### src/rtl/msrv32_pkg.sv
// Shared constants and types for the msrv32 load/store unit.
package msrv32_pkg;

  localparam int unsigned XLEN = 32;

  // RV32I load/store width codes (funct3)
  localparam logic [2:0] F3_B  = 3'b000;
  localparam logic [2:0] F3_H  = 3'b001;
  localparam logic [2:0] F3_W  = 3'b010;
  localparam logic [2:0] F3_BU = 3'b100;
  localparam logic [2:0] F3_HU = 3'b101;

  typedef enum logic [1:0] {
    StIdle  = 2'd0,
    StReq   = 2'd1,
    StResp  = 2'd2,
    StFault = 2'd3
  } lsu_state_e;

endpackage

### src/rtl/msrv32_lsu_align.sv
// Combinational lane steering: request classification and store lanes, plus load extraction.
module msrv32_lsu_align
  import msrv32_pkg::*;
(
  input  logic [1:0]  req_addr_i,
  input  logic [2:0]  req_funct3_i,
  input  logic        req_is_store_i,
  input  logic [31:0] req_rs2_i,
  output logic [3:0]  req_wmask_o,
  output logic [31:0] req_wdata_o,
  output logic        req_misaligned_o,
  output logic        req_illegal_o,
  input  logic [1:0]  ld_addr_i,
  input  logic [2:0]  ld_funct3_i,
  input  logic [31:0] ld_rdata_i,
  output logic [31:0] ld_data_o
);

  logic        legal;
  logic        is_half;
  logic        is_word;
  logic        misaligned;
  logic [31:0] shifted;
  logic [7:0]  ld_byte;
  logic [15:0] ld_half;

  always_comb begin
    legal       = 1'b0;
    is_half     = 1'b0;
    is_word     = 1'b0;
    req_wmask_o = 4'b0000;
    req_wdata_o = 32'h0;
    case (req_funct3_i)
      F3_B:    legal = 1'b1;
      F3_H:    begin legal = 1'b1; is_half = 1'b1; end
      F3_W:    begin legal = 1'b1; is_word = 1'b1; end
      F3_BU:   legal = !req_is_store_i;
      F3_HU:   begin legal = !req_is_store_i; is_half = 1'b1; end
      default: legal = 1'b0;
    endcase
    // Size-based misalignment wins over an illegal code on the same request
    misaligned       = (is_half & req_addr_i[0]) | (is_word & (|req_addr_i));
    req_misaligned_o = misaligned;
    req_illegal_o    = !legal && !misaligned;
    if (req_is_store_i) begin
      case (req_funct3_i)
        F3_B: begin
          req_wmask_o = 4'b0001 << req_addr_i;
          req_wdata_o = {4{req_rs2_i[7:0]}};
        end
        F3_H: begin
          req_wmask_o = 4'b0011 << req_addr_i;
          req_wdata_o = {2{req_rs2_i[15:0]}};
        end
        F3_W: begin
          req_wmask_o = 4'b1111;
          req_wdata_o = req_rs2_i;
        end
        default: begin
          req_wmask_o = 4'b0000;
          req_wdata_o = 32'h0;
        end
      endcase
    end
  end

  always_comb begin
    shifted = ld_rdata_i >> {ld_addr_i, 3'b000};
    ld_byte = shifted[7:0];
    ld_half = ld_addr_i[1] ? ld_rdata_i[31:16] : ld_rdata_i[15:0];
    case (ld_funct3_i)
      F3_B:    ld_data_o = {{24{ld_byte[7]}}, ld_byte};
      F3_H:    ld_data_o = {{16{ld_half[15]}}, ld_half};
      F3_W:    ld_data_o = ld_rdata_i;
      F3_BU:   ld_data_o = {24'h0, ld_byte};
      F3_HU:   ld_data_o = {16'h0, ld_half};
      default: ld_data_o = 32'h0;
    endcase
  end

endmodule

### src/rtl/msrv32_lsu.sv
// Load/store unit: alignment check, req/ack data-bus handshake, extended load writeback.
// Define MSRV32_LSU_TIMEOUT_EN to abort bus waits after TIMEOUT_CYCLES with bus_err_out.
module msrv32_lsu #(
  parameter int unsigned XLEN           = msrv32_pkg::XLEN,
  parameter int unsigned TIMEOUT_CYCLES = 16
) (
  input  logic            ms_riscv32_mp_clk_in,
  input  logic            ms_riscv32_mp_rst_n_in,
  input  logic            lsu_valid_in,
  output logic            lsu_ready_out,
  input  logic            is_store_in,
  input  logic [2:0]      funct3_in,
  input  logic [XLEN-1:0] iadder_in,
  input  logic [XLEN-1:0] rs2_in,
  output logic            dmem_req_out,
  output logic            dmem_we_out,
  output logic [XLEN-1:0] dmem_addr_out,
  output logic [XLEN-1:0] dmem_wdata_out,
  output logic [3:0]      dmem_wmask_out,
  input  logic            dmem_ack_in,
  input  logic [XLEN-1:0] dmem_rdata_in,
  output logic            rd_valid_out,
  output logic [XLEN-1:0] rd_data_out,
  output logic            done_out,
  output logic            misaligned_out,
  output logic            illegal_out,
  output logic [XLEN-1:0] trap_addr_out,
  output logic            bus_err_out
);
  import msrv32_pkg::*;

  lsu_state_e      state_q;
  logic [XLEN-1:0] addr_q;
  logic [2:0]      funct3_q;
  logic            we_q;
  logic [3:0]      wmask_q;
  logic [XLEN-1:0] wdata_q;
  logic            req_q;
  logic [XLEN-1:0] rd_data_q;
  logic [XLEN-1:0] trap_addr_q;
  logic            done_q;
  logic            rd_valid_q;
  logic            misaligned_q;
  logic            illegal_q;
  logic            bus_err_q;

  logic [3:0]      req_wmask;
  logic [31:0]     req_wdata;
  logic            req_misaligned;
  logic            req_illegal;
  logic [31:0]     ld_data;

`ifdef MSRV32_LSU_TIMEOUT_EN
  localparam int unsigned CntW = $clog2(TIMEOUT_CYCLES + 1);
  logic [CntW-1:0] cnt_q;
`else
  logic unused_timeout;
  assign unused_timeout = ^TIMEOUT_CYCLES;
`endif

  msrv32_lsu_align u_align (
    .req_addr_i       (iadder_in[1:0]),
    .req_funct3_i     (funct3_in),
    .req_is_store_i   (is_store_in),
    .req_rs2_i        (rs2_in),
    .req_wmask_o      (req_wmask),
    .req_wdata_o      (req_wdata),
    .req_misaligned_o (req_misaligned),
    .req_illegal_o    (req_illegal),
    .ld_addr_i        (addr_q[1:0]),
    .ld_funct3_i      (funct3_q),
    .ld_rdata_i       (dmem_rdata_in),
    .ld_data_o        (ld_data)
  );

  always_ff @(posedge ms_riscv32_mp_clk_in or negedge ms_riscv32_mp_rst_n_in) begin
    if (!ms_riscv32_mp_rst_n_in) begin
      state_q      <= StIdle;
      addr_q       <= '0;
      funct3_q     <= 3'b000;
      we_q         <= 1'b0;
      wmask_q      <= 4'b0000;
      wdata_q      <= '0;
      req_q        <= 1'b0;
      rd_data_q    <= '0;
      trap_addr_q  <= '0;
      done_q       <= 1'b0;
      rd_valid_q   <= 1'b0;
      misaligned_q <= 1'b0;
      illegal_q    <= 1'b0;
      bus_err_q    <= 1'b0;
`ifdef MSRV32_LSU_TIMEOUT_EN
      cnt_q        <= '0;
`endif
    end else begin
      done_q       <= 1'b0;
      rd_valid_q   <= 1'b0;
      misaligned_q <= 1'b0;
      illegal_q    <= 1'b0;
      bus_err_q    <= 1'b0;
      unique case (state_q)
        StIdle: begin
          if (lsu_valid_in) begin
            if (req_misaligned || req_illegal) begin
              trap_addr_q  <= iadder_in;
              done_q       <= 1'b1;
              misaligned_q <= req_misaligned;
              illegal_q    <= req_illegal;
              state_q      <= StFault;
            end else begin
              addr_q   <= iadder_in;
              funct3_q <= funct3_in;
              we_q     <= is_store_in;
              wmask_q  <= req_wmask;
              wdata_q  <= req_wdata;
              req_q    <= 1'b1;
`ifdef MSRV32_LSU_TIMEOUT_EN
              cnt_q    <= '0;
`endif
              state_q  <= StReq;
            end
          end
        end
        StReq: begin
          if (dmem_ack_in) begin
            req_q  <= 1'b0;
            done_q <= 1'b1;
            if (!we_q) begin
              rd_valid_q <= 1'b1;
              rd_data_q  <= ld_data;
            end
            state_q <= StResp;
          end
`ifdef MSRV32_LSU_TIMEOUT_EN
          // Final no-ack cycle of the budget aborts; an ack in that cycle completes above
          else if (cnt_q == CntW'(TIMEOUT_CYCLES - 1)) begin
            req_q       <= 1'b0;
            done_q      <= 1'b1;
            bus_err_q   <= 1'b1;
            trap_addr_q <= addr_q;
            state_q     <= StResp;
          end else begin
            cnt_q <= cnt_q + 1'b1;
          end
`endif
        end
        StResp:  state_q <= StIdle;
        StFault: state_q <= StIdle;
      endcase
    end
  end

  assign lsu_ready_out  = (state_q == StIdle);
  assign dmem_req_out   = req_q;
  assign dmem_we_out    = we_q;
  assign dmem_addr_out  = {addr_q[XLEN-1:2], 2'b00};
  assign dmem_wdata_out = wdata_q;
  assign dmem_wmask_out = wmask_q;
  assign rd_valid_out   = rd_valid_q;
  assign rd_data_out    = rd_data_q;
  assign done_out       = done_q;
  assign misaligned_out = misaligned_q;
  assign illegal_out    = illegal_q;
  assign trap_addr_out  = trap_addr_q;
  assign bus_err_out    = bus_err_q;

endmodule

### config.mk
export PLATFORM = sky130hd
export DESIGN_NAME = msrv32_lsu
export DESIGN_NICKNAME = d
export VERILOG_FILES = /design/src/rtl/msrv32_pkg.sv /design/src/rtl/msrv32_lsu_align.sv /design/src/rtl/msrv32_lsu.sv
export SDC_FILE = /design/constraint.sdc
export NUM_CORES = 1
export LEC_CHECK = 0
export CAP_MARGIN = 20
export CORE_UTILIZATION = 42
export CTS_CLUSTER_SIZE = 20
export DETAILED_ROUTE_END_ITERATION = 6
export PLACE_DENSITY_LB_ADDON = 0.3
export SETUP_SLACK_MARGIN = 0.15
export SLEW_MARGIN = 5
export SYNTH_ARGS = -nofsm -noshare
export SYNTH_HDL_FRONTEND = slang
export SYNTH_HIERARCHICAL = 1
export SYNTH_SLANG_ARGS = --single-unit
### constraint.sdc
create_clock -name ms_riscv32_mp_clk_in -period 1.65 [get_ports ms_riscv32_mp_clk_in]
set_input_delay 0.33 -clock ms_riscv32_mp_clk_in [delete_from_list [all_inputs] [get_ports ms_riscv32_mp_clk_in]]
set_output_delay 0.33 -clock ms_riscv32_mp_clk_in [all_outputs]
set_load 0.02 [all_outputs]
# Word level (Yosys, flattened, before mapping)
# Index checks and enable logic that the tools add are counted.
[op_classes]
eq_ne = 14
shift = 3
muxes = 30
n_bitwise = 5
n_reduce_logical = 19
[ops]
columns = ["cell", "n"]
rows = [
  ["32-bit one-hot mux with 5 select lines", 1],
  ["32-bit one-hot mux with 3 select lines", 1],
  ["32-bit two-way mux", 1],
  ["32-bit by 5-bit right shift with 8-bit output", 1],
  ["1-bit two-way mux", 17],
  ["16-bit two-way mux", 1],
  ["3-bit == test (second input constant)", 4],
  ["4-bit one-hot mux with 3 select lines", 1],
  ["3-bit AND reduction", 3],
  ["2-bit OR reduction", 4],
  ["3-bit by 1-bit == test with 1-bit output (second input constant)", 2],
  ["3-bit by 2-bit == test with 1-bit output (second input constant)", 2],
  ["3-bit zero test", 2],
  ["2-bit two-way mux", 3],
  ["2-bit != test (second input constant)", 3],
  ["1-bit one-hot mux with 2 select lines", 3],
  ["2-bit one-hot mux with 3 select lines", 1],
  ["2-bit == test (second input constant)", 2],
  ["4-bit two-way mux", 1],
  ["4-bit AND reduction", 1],
  ["1-bit by 2-bit left shift with 4-bit output (first input constant)", 1],
  ["2-bit by 2-bit left shift with 4-bit output (first input constant)", 1],
  ["1-bit zero test", 3],
  ["3-bit OR reduction", 1],
  ["other kinds (9)", 11],
]
[word_totals]
register_bits = 143
in_bits = 104
out_inout_bits = 140

# Depth between registers and ports, before layout
# Gate-level depths: netlist of run 1.
[depth]
word_depth = 11
ltp_mapped = 10
ltp_nobuf = 6

# Cells and area by module
# The synthesis of run 1 kept the hierarchy.
[by_module_without_submodules]
columns = ["module", "instances", "cells_each", "area_per_inst_um2"]
rows = [
  ["msrv32_lsu", 1, 345, 5734.2],
  ["msrv32_lsu_align", 1, 239, 1443.9],
]

# Worst setup path before layout of run 1
# OpenSTA, ideal clock, no wires.
[synth_timing]
path_type = "input to register"
start = "input port funct3_in[0]"
end = "register trap_addr_q[10], in the netlist trap_addr_out[10]"
setup_time_ps = 125
arrival_time_ps = 1963
setup_slack_ps = -438
path_stages = 10
n_path_buf = 4
cell_sequence = "buf_2 > clkbuf_1 > nand2_1 > a21oi_1 > nor2_1 > nor2_1 > nor2b_4 > buf_6 > buf_12 > mux2_4"
[synth_via]
elab_chain_cells = 9
[synth_rtl]
columns = ["element", "line_no", "text"]
rows = [
  ["start, declared", "msrv32_lsu.sv:12", "input logic [2:0] funct3_in,"],
  ["3-bit == test / 3-bit by 1-bit == test with 1-bit output (equally long branches)", "msrv32_lsu_align.sv:33", "case (req_funct3_i)"],
  ["2-bit OR reduction (no source line)", "-", ""],
  ["1-bit two-way mux", "msrv32_lsu_align.sv:33", ""],
  ["1-bit bitwise AND", "msrv32_lsu_align.sv:42", "misaligned = (is_half & req_addr_i[0]) | (is_word & (|req_addr_i));"],
  ["1-bit bitwise OR", "msrv32_lsu_align.sv:42", ""],
  ["1-bit zero test", "msrv32_lsu_align.sv:44", "req_illegal_o = !legal && !misaligned;"],
  ["1-bit logical AND (*)", "msrv32_lsu_align.sv:44", ""],
  ["named net req_illegal", "msrv32_lsu.sv:50", "logic req_illegal;"],
  ["1-bit logical OR (*)", "msrv32_lsu.sv:104", "if (req_misaligned || req_illegal) begin"],
  ["3-bit AND reduction (no source line) (*)", "-", ""],
  ["end signal, assigned", "msrv32_lsu.sv:105", "trap_addr_q <= iadder_in;"],
  ["end, declared", "msrv32_lsu.sv:40", "logic [XLEN-1:0] trap_addr_q;"],
]
# The timed path passes the listed nets; every way through them passes the cells marked *.
# A chain may end at the register's enable or synchronous reset.

# Worst setup path in the final report of run 1
[layout_timing]
start = "register state_q[1]"
end = "register addr_q[14]"
[layout_via]
elab_chain_cells = 2
[layout_rtl]
columns = ["element", "line_no", "text"]
rows = [
  ["start, declared", "msrv32_lsu.sv:32", "lsu_state_e state_q;"],
  ["start signal, assigned", "msrv32_lsu.sv:78", "state_q <= StIdle;"],
  ["start signal, assigned", "msrv32_lsu.sv:109", "state_q <= StFault;"],
  ["start signal, assigned", "msrv32_lsu.sv:120", "state_q <= StReq;"],
  ["2-bit zero test", "msrv32_lsu.sv:101", "unique case (state_q)"],
  ["3-bit AND reduction (no source line)", "-", ""],
  ["end signal, assigned", "msrv32_lsu.sv:111", "addr_q <= iadder_in;"],
  ["end, declared", "msrv32_lsu.sv:33", "logic [XLEN-1:0] addr_q;"],
]
# Every way passes these cells.

==> results.txt, run 1 <==
Clock Skew = 0.0105 ns
Drt first pass iters = 5
Share of layout cells above drive strength 1 = 35.7%
H-tree lvl count = 4
Final Cycle Share = 107%
DR vias/cell = 5.22
Sequential-to-total area share from yosys stat = 49.9%
Congestion Overflow GR = 0
Seq cells post-synth = 143
Worst-path clk slew = 0.07 ns
Filler cells = 1167
GP Congestion = 0.848
Clock Tree Buf Depth = 2
Worst-path fanout max = 5
Wire length per cell = 19.7 um
Die Area = 17600 um2
Final HPWL DP = 13800 um
DR DRC count = 0
Hold Slack = 0.423 ns
Fmax = 0.568 GHz
Post-route ant nets = 0
Worst reg2reg startpoint = state_q[1]
Pwr Density = 1650 nW/um2
Global-route wire length before repair = 33900 um
Sequential cell area = 3580 um2
Setup crit start = state_q[1]
Core area = 16600 um2
Fin area = 11600 um2
Worst-Margin Slew = 0.659 ns
Worst Path Required = 1.95 ns
Crit end category = flip-flop
Mapped Avg Cell Area = 12.3 um2
Number of CTS-inserted buffers = 17
Slowest stage cell, crit path = dfrtp_2
Initial DRC count = 236
Initial core utilization = 43.1%
RSZ-0062 raised after global routing = true
Leakage power = 5.56 nW
Final wirelength = 21800 um
Crit path cell chain = nor3b_4, buf_4, buf_8, nand2_8, buf_12, buf_16, mux2_4
Dpl cell area = 10100 um2
Status = finished, violations left
CTS tree = built
Gr usage total = 25.0%
Max-cap violations = 0
Worst path bufs/invs = 4
CP arrival = 2.06 ns
Vias in the first global route = 6141
Post-synthesis cell type count = 41
Final core occ = 69.5%
Warning count from the yosys run = 6
Commonest non-fill, non-tap cell in the layout = dfrtp_1
Worst min path class = input port to asynchronous set/reset pin
Port bufs = 240
Fin nets = 975
Die height = 133 um
Slew Viols, Final = 0
Initial antenna violation count = 0
Final Hold Fails = 0
Final setup viols = 123
Startpoint types = flip-flop
Critical path's largest stage delay = 0.42 ns
Synth Instances = 584
Site row count = 47
Pin count of the biggest net entering global routing = 44
Area Overhead vs Synth = 61.1%
Via Count = 5767
Clk Tree Root Cell = clkbuf_16
Worst slew margin = 56.0%
Post-Syn Area = 7180 um2
Clock Latency Late Sink = 0.42 ns
Num ports = 244
CTS sink count = 143
WS Path Type = flip-flop to flip-flop
Violated checks = negative setup slack
Pre-CTS setup slack = -0.703 ns
Multi-input combinational cell area = 3480 um2
Min Clock Period, post-route = 1.76 ns
Die width = 133 um
Most frequent cells in the layout = 139 x dfrtp_1, 107 x mux2_4, 96 x clkdlybuf4s50_1
Max VDD drop = 0.996 mV
Slack of the critical path = -0.111 ns
CP top delay family = buffers and inverters
Antenna Cells = 0
-- cell families (layout without fill, tap and decap cells) --
| logic type | Yosys count | in the layout | synth area share (%) |
|---|---|---|---|
| mux | 148 | 148 | 24.2 |
| compound gates | 115 | 115 | 10.1 |
| simple gates | 101 | 102 | 7.65 |
| flops | 143 | 143 | 49.9 |
| other cells | 1 | 3 | 0.0522 |
| buf+inv | 76 | 373 | 8.09 |
-- registers in the layout (all words and copies together), names as in the netlist, 2 cells and up --
| signal | count |
|---|---|
| addr_q | 32 |
| funct3_q | 3 |
| trap_addr_out | 32 |
| state_q | 2 |
| dmem_wmask_out | 4 |
| rd_data_out | 32 |
| dmem_wdata_out | 32 |
-- worst reg2reg max path: cells and delay by family, from the launching register on --
kind,cells,cell delay [ns]
buffers and inverters,4,0.60
flip-flops,1,0.42
AND/OR/NAND/NOR,2,0.34
multiplexers,1,0.29
-- metrics by stage --
step / std cells / setup TNS (ns) / power (W)
final: 1104 / -10.19 / 0.0191
after global routing: 1104 / -16.98 / 0.0200
after CTS: 1093 / -1.84 / 0.0187
after detailed placement: 1027 / -77.88 / 0.0152
after global placement: 1027 / -71.64 / 0.0150
after floorplan: 586 / -14.80 / 0.0116
-- Yosys cell counts, drive strengths merged --
cell type,count,area (um2)
or2,1,6.26
nand3,17,90.1
nor2b,13,88.8
and2,10,65.1
inv,5,18.8
a21o,17,128
nor2,7,28.8
buf,62,528
nand3b,1,7.51
mux2,146,1720
dfrtp,143,3580
nor3b,3,38.8
conb,1,3.75
a22o,1,8.76
a21oi,39,195
a22oi,16,134
a31oi,2,12.5
mux2i,2,20.0
nand2,37,146
o21ai,22,114
nand2b,10,62.6
clkbuf,9,33.8
and3b,1,8.76
o211ai,16,120
or3,1,6.26
o21bai,1,7.51
o21a,1,7.51
-- layer usage --
metal,GRT usage (%),wire length (um),vias up,part of all wire (%)
met5,0,0,-,0
met4,9.39,509,0,2.3
met3,6.40,1470,38,6.7
met2,41.1,10700,275,49
met1,31.6,9090,2836,42
li1,-,-,2618,-
-- report_power, final --
| part | internal, W | leakage (nW) | switching [W] |
|---|---|---|---|
| Sequential | 0.00493 | 1.79 | 0.000947 |
| Combinational | 0.00486 | 3.50 | 0.00454 |
| Clock | 0.00213 | 0.270 | 0.00164 |
| Total | 0.0119 | 5.56 | 0.00713 |
-- layout make-up --
cell class                      count  area share [%]
Tap cell                          220            2.38
Clock inverter                     14            1.27
Timing Repair Buffer              336            31.3
Inverter                            5           0.162
Multi-Input combinational cell    368            30.1
Sequential cell                   143            31.0
Clock buffer                       18            3.71
-- timing repair --
| item | 4_1_cts | 5_1_grt |
|---|---|---|
| setup endpoints to repair | 274 | 196 |
| hold buffers | 1 | 0 |
| gates resized for setup | 206 | 86 |
| pin swaps | 4 | 4 |
| gates cloned | 13 | 4 |
| hold endpoints to repair | 38 | 0 |
| setup buffers | 20 | 7 |
-- final timing paths --
path                                        endpoint  slack, ns  cells after the start
worst max-delay path                      addr_q[14]      -0.11                      7
worst max register to register            addr_q[14]      -0.11                      7
worst min-delay path                       addr_q[9]       0.42                      2
max in group asynchronous             rd_data_out[8]       0.67                      3
min in group ms_riscv32_mp_clk_in        dmem_we_out       0.43                      3
worst min register to register     trap_addr_out[28]       0.50                      1
Note: power is estimated with default switching activity, not from simulation.
==> run 2, diff against run 1 <==
Settings changed: CAP_MARGIN 20 to 5, SKIP_LAST_GASP set to 1.
==> results.txt, run 2 (synthesis gave the netlist of run 1 again) <==
Flop2flop setup slack = -0.09 ns (was -0.11 ns)
DR vias/cell = 5.24 (was 5.22)
Worst slew margin = 57.5% (was 56.0%)
CTS sink count = 143 (unchanged)
Global-route wire length before repair = 33600 um (was 33900 um)
Clock Skew = 0.00871 ns (was 0.0105 ns)
Fin nets = 978 (was 975)
CTS tree = built (unchanged)
Via Count = 5802 (was 5767)
Area Overhead vs Synth = 62.9% (was 61.1%)
Placed cell count = 1027 (unchanged)
Min Clock Period, post-route = 1.74 ns (was 1.76 ns)
Crit end category = flip-flop (unchanged)
Final Cycle Share = 105% (was 107%)
Post-route ant nets = 0 (unchanged)
Final wirelength = 21900 um (was 21800 um)
Commonest non-fill, non-tap cell in the layout = dfrtp_1 (unchanged)
Share of layout cells above drive strength 1 = 36.6% (was 35.7%)
Stages on worst setup path = 6 (was 7)
RSZ-0062 raised after global routing = true (unchanged)
Startpoint types = flip-flop (unchanged)
Final core occ = 70.3% (was 69.5%)
Post-Route Setup TNS = -5.98 ns (was -10.19 ns)
Most frequent cells in the layout = 139 x dfrtp_1, 122 x mux2_4, 96 x clkdlybuf4s50_1 (was 139 x dfrtp_1, 107 x mux2_4, 96 x clkdlybuf4s50_1)
Clock Latency Late Sink = 0.42 ns (about the same)
Wire length per cell = 19.7 um (about the same)
Clk Tree Root Cell = clkbuf_16 (unchanged)
Worst-path fanout max = 8 (was 5)
Crit path cell chain = buf_6, nand3b_1, nor2_4, buf_12, clkbuf_16, mux2_2 (was nor3b_4, buf_4, buf_8, nand2_8, buf_12, buf_16, mux2_4)
Initial antenna violation count = 1 (was 0)
Final Hold Fails = 0 (unchanged)
Status = finished, violations left (unchanged)
Final setup viols = 126 (was 123)
Fin area = 11700 um2 (was 11600 um2)
Vias in the first global route = 6148 (was 6141)
Pwr Density = 1650 nW/um2 (about the same)
Max-cap violations = 0 (unchanged)
Slowest stage cell, crit path = dfrtp_2 (unchanged)
Violated checks = negative setup slack (unchanged)
Critical path's largest stage delay = 0.43 ns (was 0.42 ns)
Slack of the critical path = -0.0907 ns (was -0.111 ns)
Worst Path Required = 1.96 ns (was 1.95 ns)
Leakage power = 5.63 nW (was 5.56 nW)
Fmax = 0.574 GHz (was 0.568 GHz)
Congestion Overflow GR = 0 (unchanged)
Slew Viols, Final = 0 (unchanged)
Pin count of the biggest net entering global routing = 44 (unchanged)
Initial core utilization = 43.1% (unchanged)
Max VDD drop = 0.923 mV (was 0.996 mV)
Core area = 16600 um2 (unchanged)
Hold Slack = 0.421 ns (was 0.423 ns)
Number of CTS-inserted buffers = 17 (unchanged)
Worst min path class = input port to asynchronous set/reset pin (unchanged)
CP top delay family = buffers and inverters (unchanged)
Final HPWL DP = 13800 um (unchanged)
WS Path Type = flip-flop to flip-flop (unchanged)
DR DRC count = 0 (unchanged)
Filler cells = 1160 (was 1167)
Initial DRC count = 203 (was 236)
Reg2Reg Depth = 6 (was 7)
Die height = 133 um (unchanged)
Drt first pass iters = 5 (unchanged)
Clock Tree Buf Depth = 2 (unchanged)
Port bufs = 240 (unchanged)
Worst path bufs/invs = 3 (was 4)
Worst-Margin Slew = 0.636 ns (was 0.659 ns)
Final cell count without fillers = 1108 (was 1104)
Gr usage total = 24.7% (was 25.0%)
Num ports = 244 (unchanged)
CP arrival = 2.05 ns (was 2.06 ns)
Die width = 133 um (unchanged)
Worst-path clk slew = 0.07 ns (about the same)
Die Area = 17600 um2 (unchanged)
Dpl cell area = 10100 um2 (unchanged)
GP Congestion = 0.848 (unchanged)
Site row count = 47 (unchanged)
H-tree lvl count = 4 (unchanged)
[run 2: changes by cell type in the layout (fill, tap and decap cells not counted), moves of 2 or more]
| cell | previous run | this run |
|---|---|---|
| mux2_2 | 39 | 24 |
| mux2_4 | 107 | 122 |
| o21ai_1 | 10 | 5 |
| o21ai_2 | 1 | 6 |
| clkdlybuf4s15_1 | 53 | 49 |
| dlygate4sd2_1 | 78 | 82 |
| buf_4 | 44 | 46 |
[run 2: worst paths after layout]
kind | from | endpoint
min in group ms_riscv32_mp_clk_in | is_store_in | dmem_we_out
worst max register to register | state_q[1] | rd_data_out[26]
max in group asynchronous | ms_riscv32_mp_rst_n_in | rd_data_out[8]
worst max-delay path | state_q[1] | rd_data_out[26]
worst min register to register | trap_addr_out[28] | trap_addr_out[28]
worst min-delay path | ms_riscv32_mp_rst_n_in | addr_q[9]
[run 2: final cells by class]
type	instances	area, um2	share of cell area (%)
flip-flops and latches	143	3580	30.6
diodes	1	2.50	0.0214
multi-input cells	368	3570	30.5
clock buffers	18	429	3.67
clock inverters	14	146	1.25
well taps	220	275	2.35
inverters	5	18.8	0.161
repair buffers	339	3670	31.4
[run 2: what timing repair did]
action	in CTS	in global routing
buffers inserted	20	9
hold endpoints to repair	38	0
hold buffers	1	0
setup endpoints to repair	274	193
pin swaps	4	5
gates cloned	13	5
resized for setup	198	111
[run 2: per-layer routing]
layer	share of wire (%)	track usage, %
met1	42	31.1
met2	49	40.8
met3	6.7	6.48
met4	2.4	9.32
met5	0	0
[run 2: report_power, final]
group | internal, W | leakage, nW | switching [W] | total, W
clock network | 0.00213 | 0.270 | 0.00164 | 0.00377
registers | 0.00493 | 1.79 | 0.000970 | 0.00590
logic | 0.00504 | 3.56 | 0.00462 | 0.00966
total | 0.0121 | 5.63 | 0.00723 | 0.0193
[run 2: through the flow]
| stage | power [W] | worst slack, ns |
|---|---|---|
| finish | 0.0193 | -0.0907 |
| global route | 0.0203 | -0.133 |
| CTS | 0.0187 | -0.0594 |
| detailed placement | 0.0152 | -0.703 |
| global placement | 0.0150 | -0.641 |
| floorplan | 0.0116 | -0.177 |
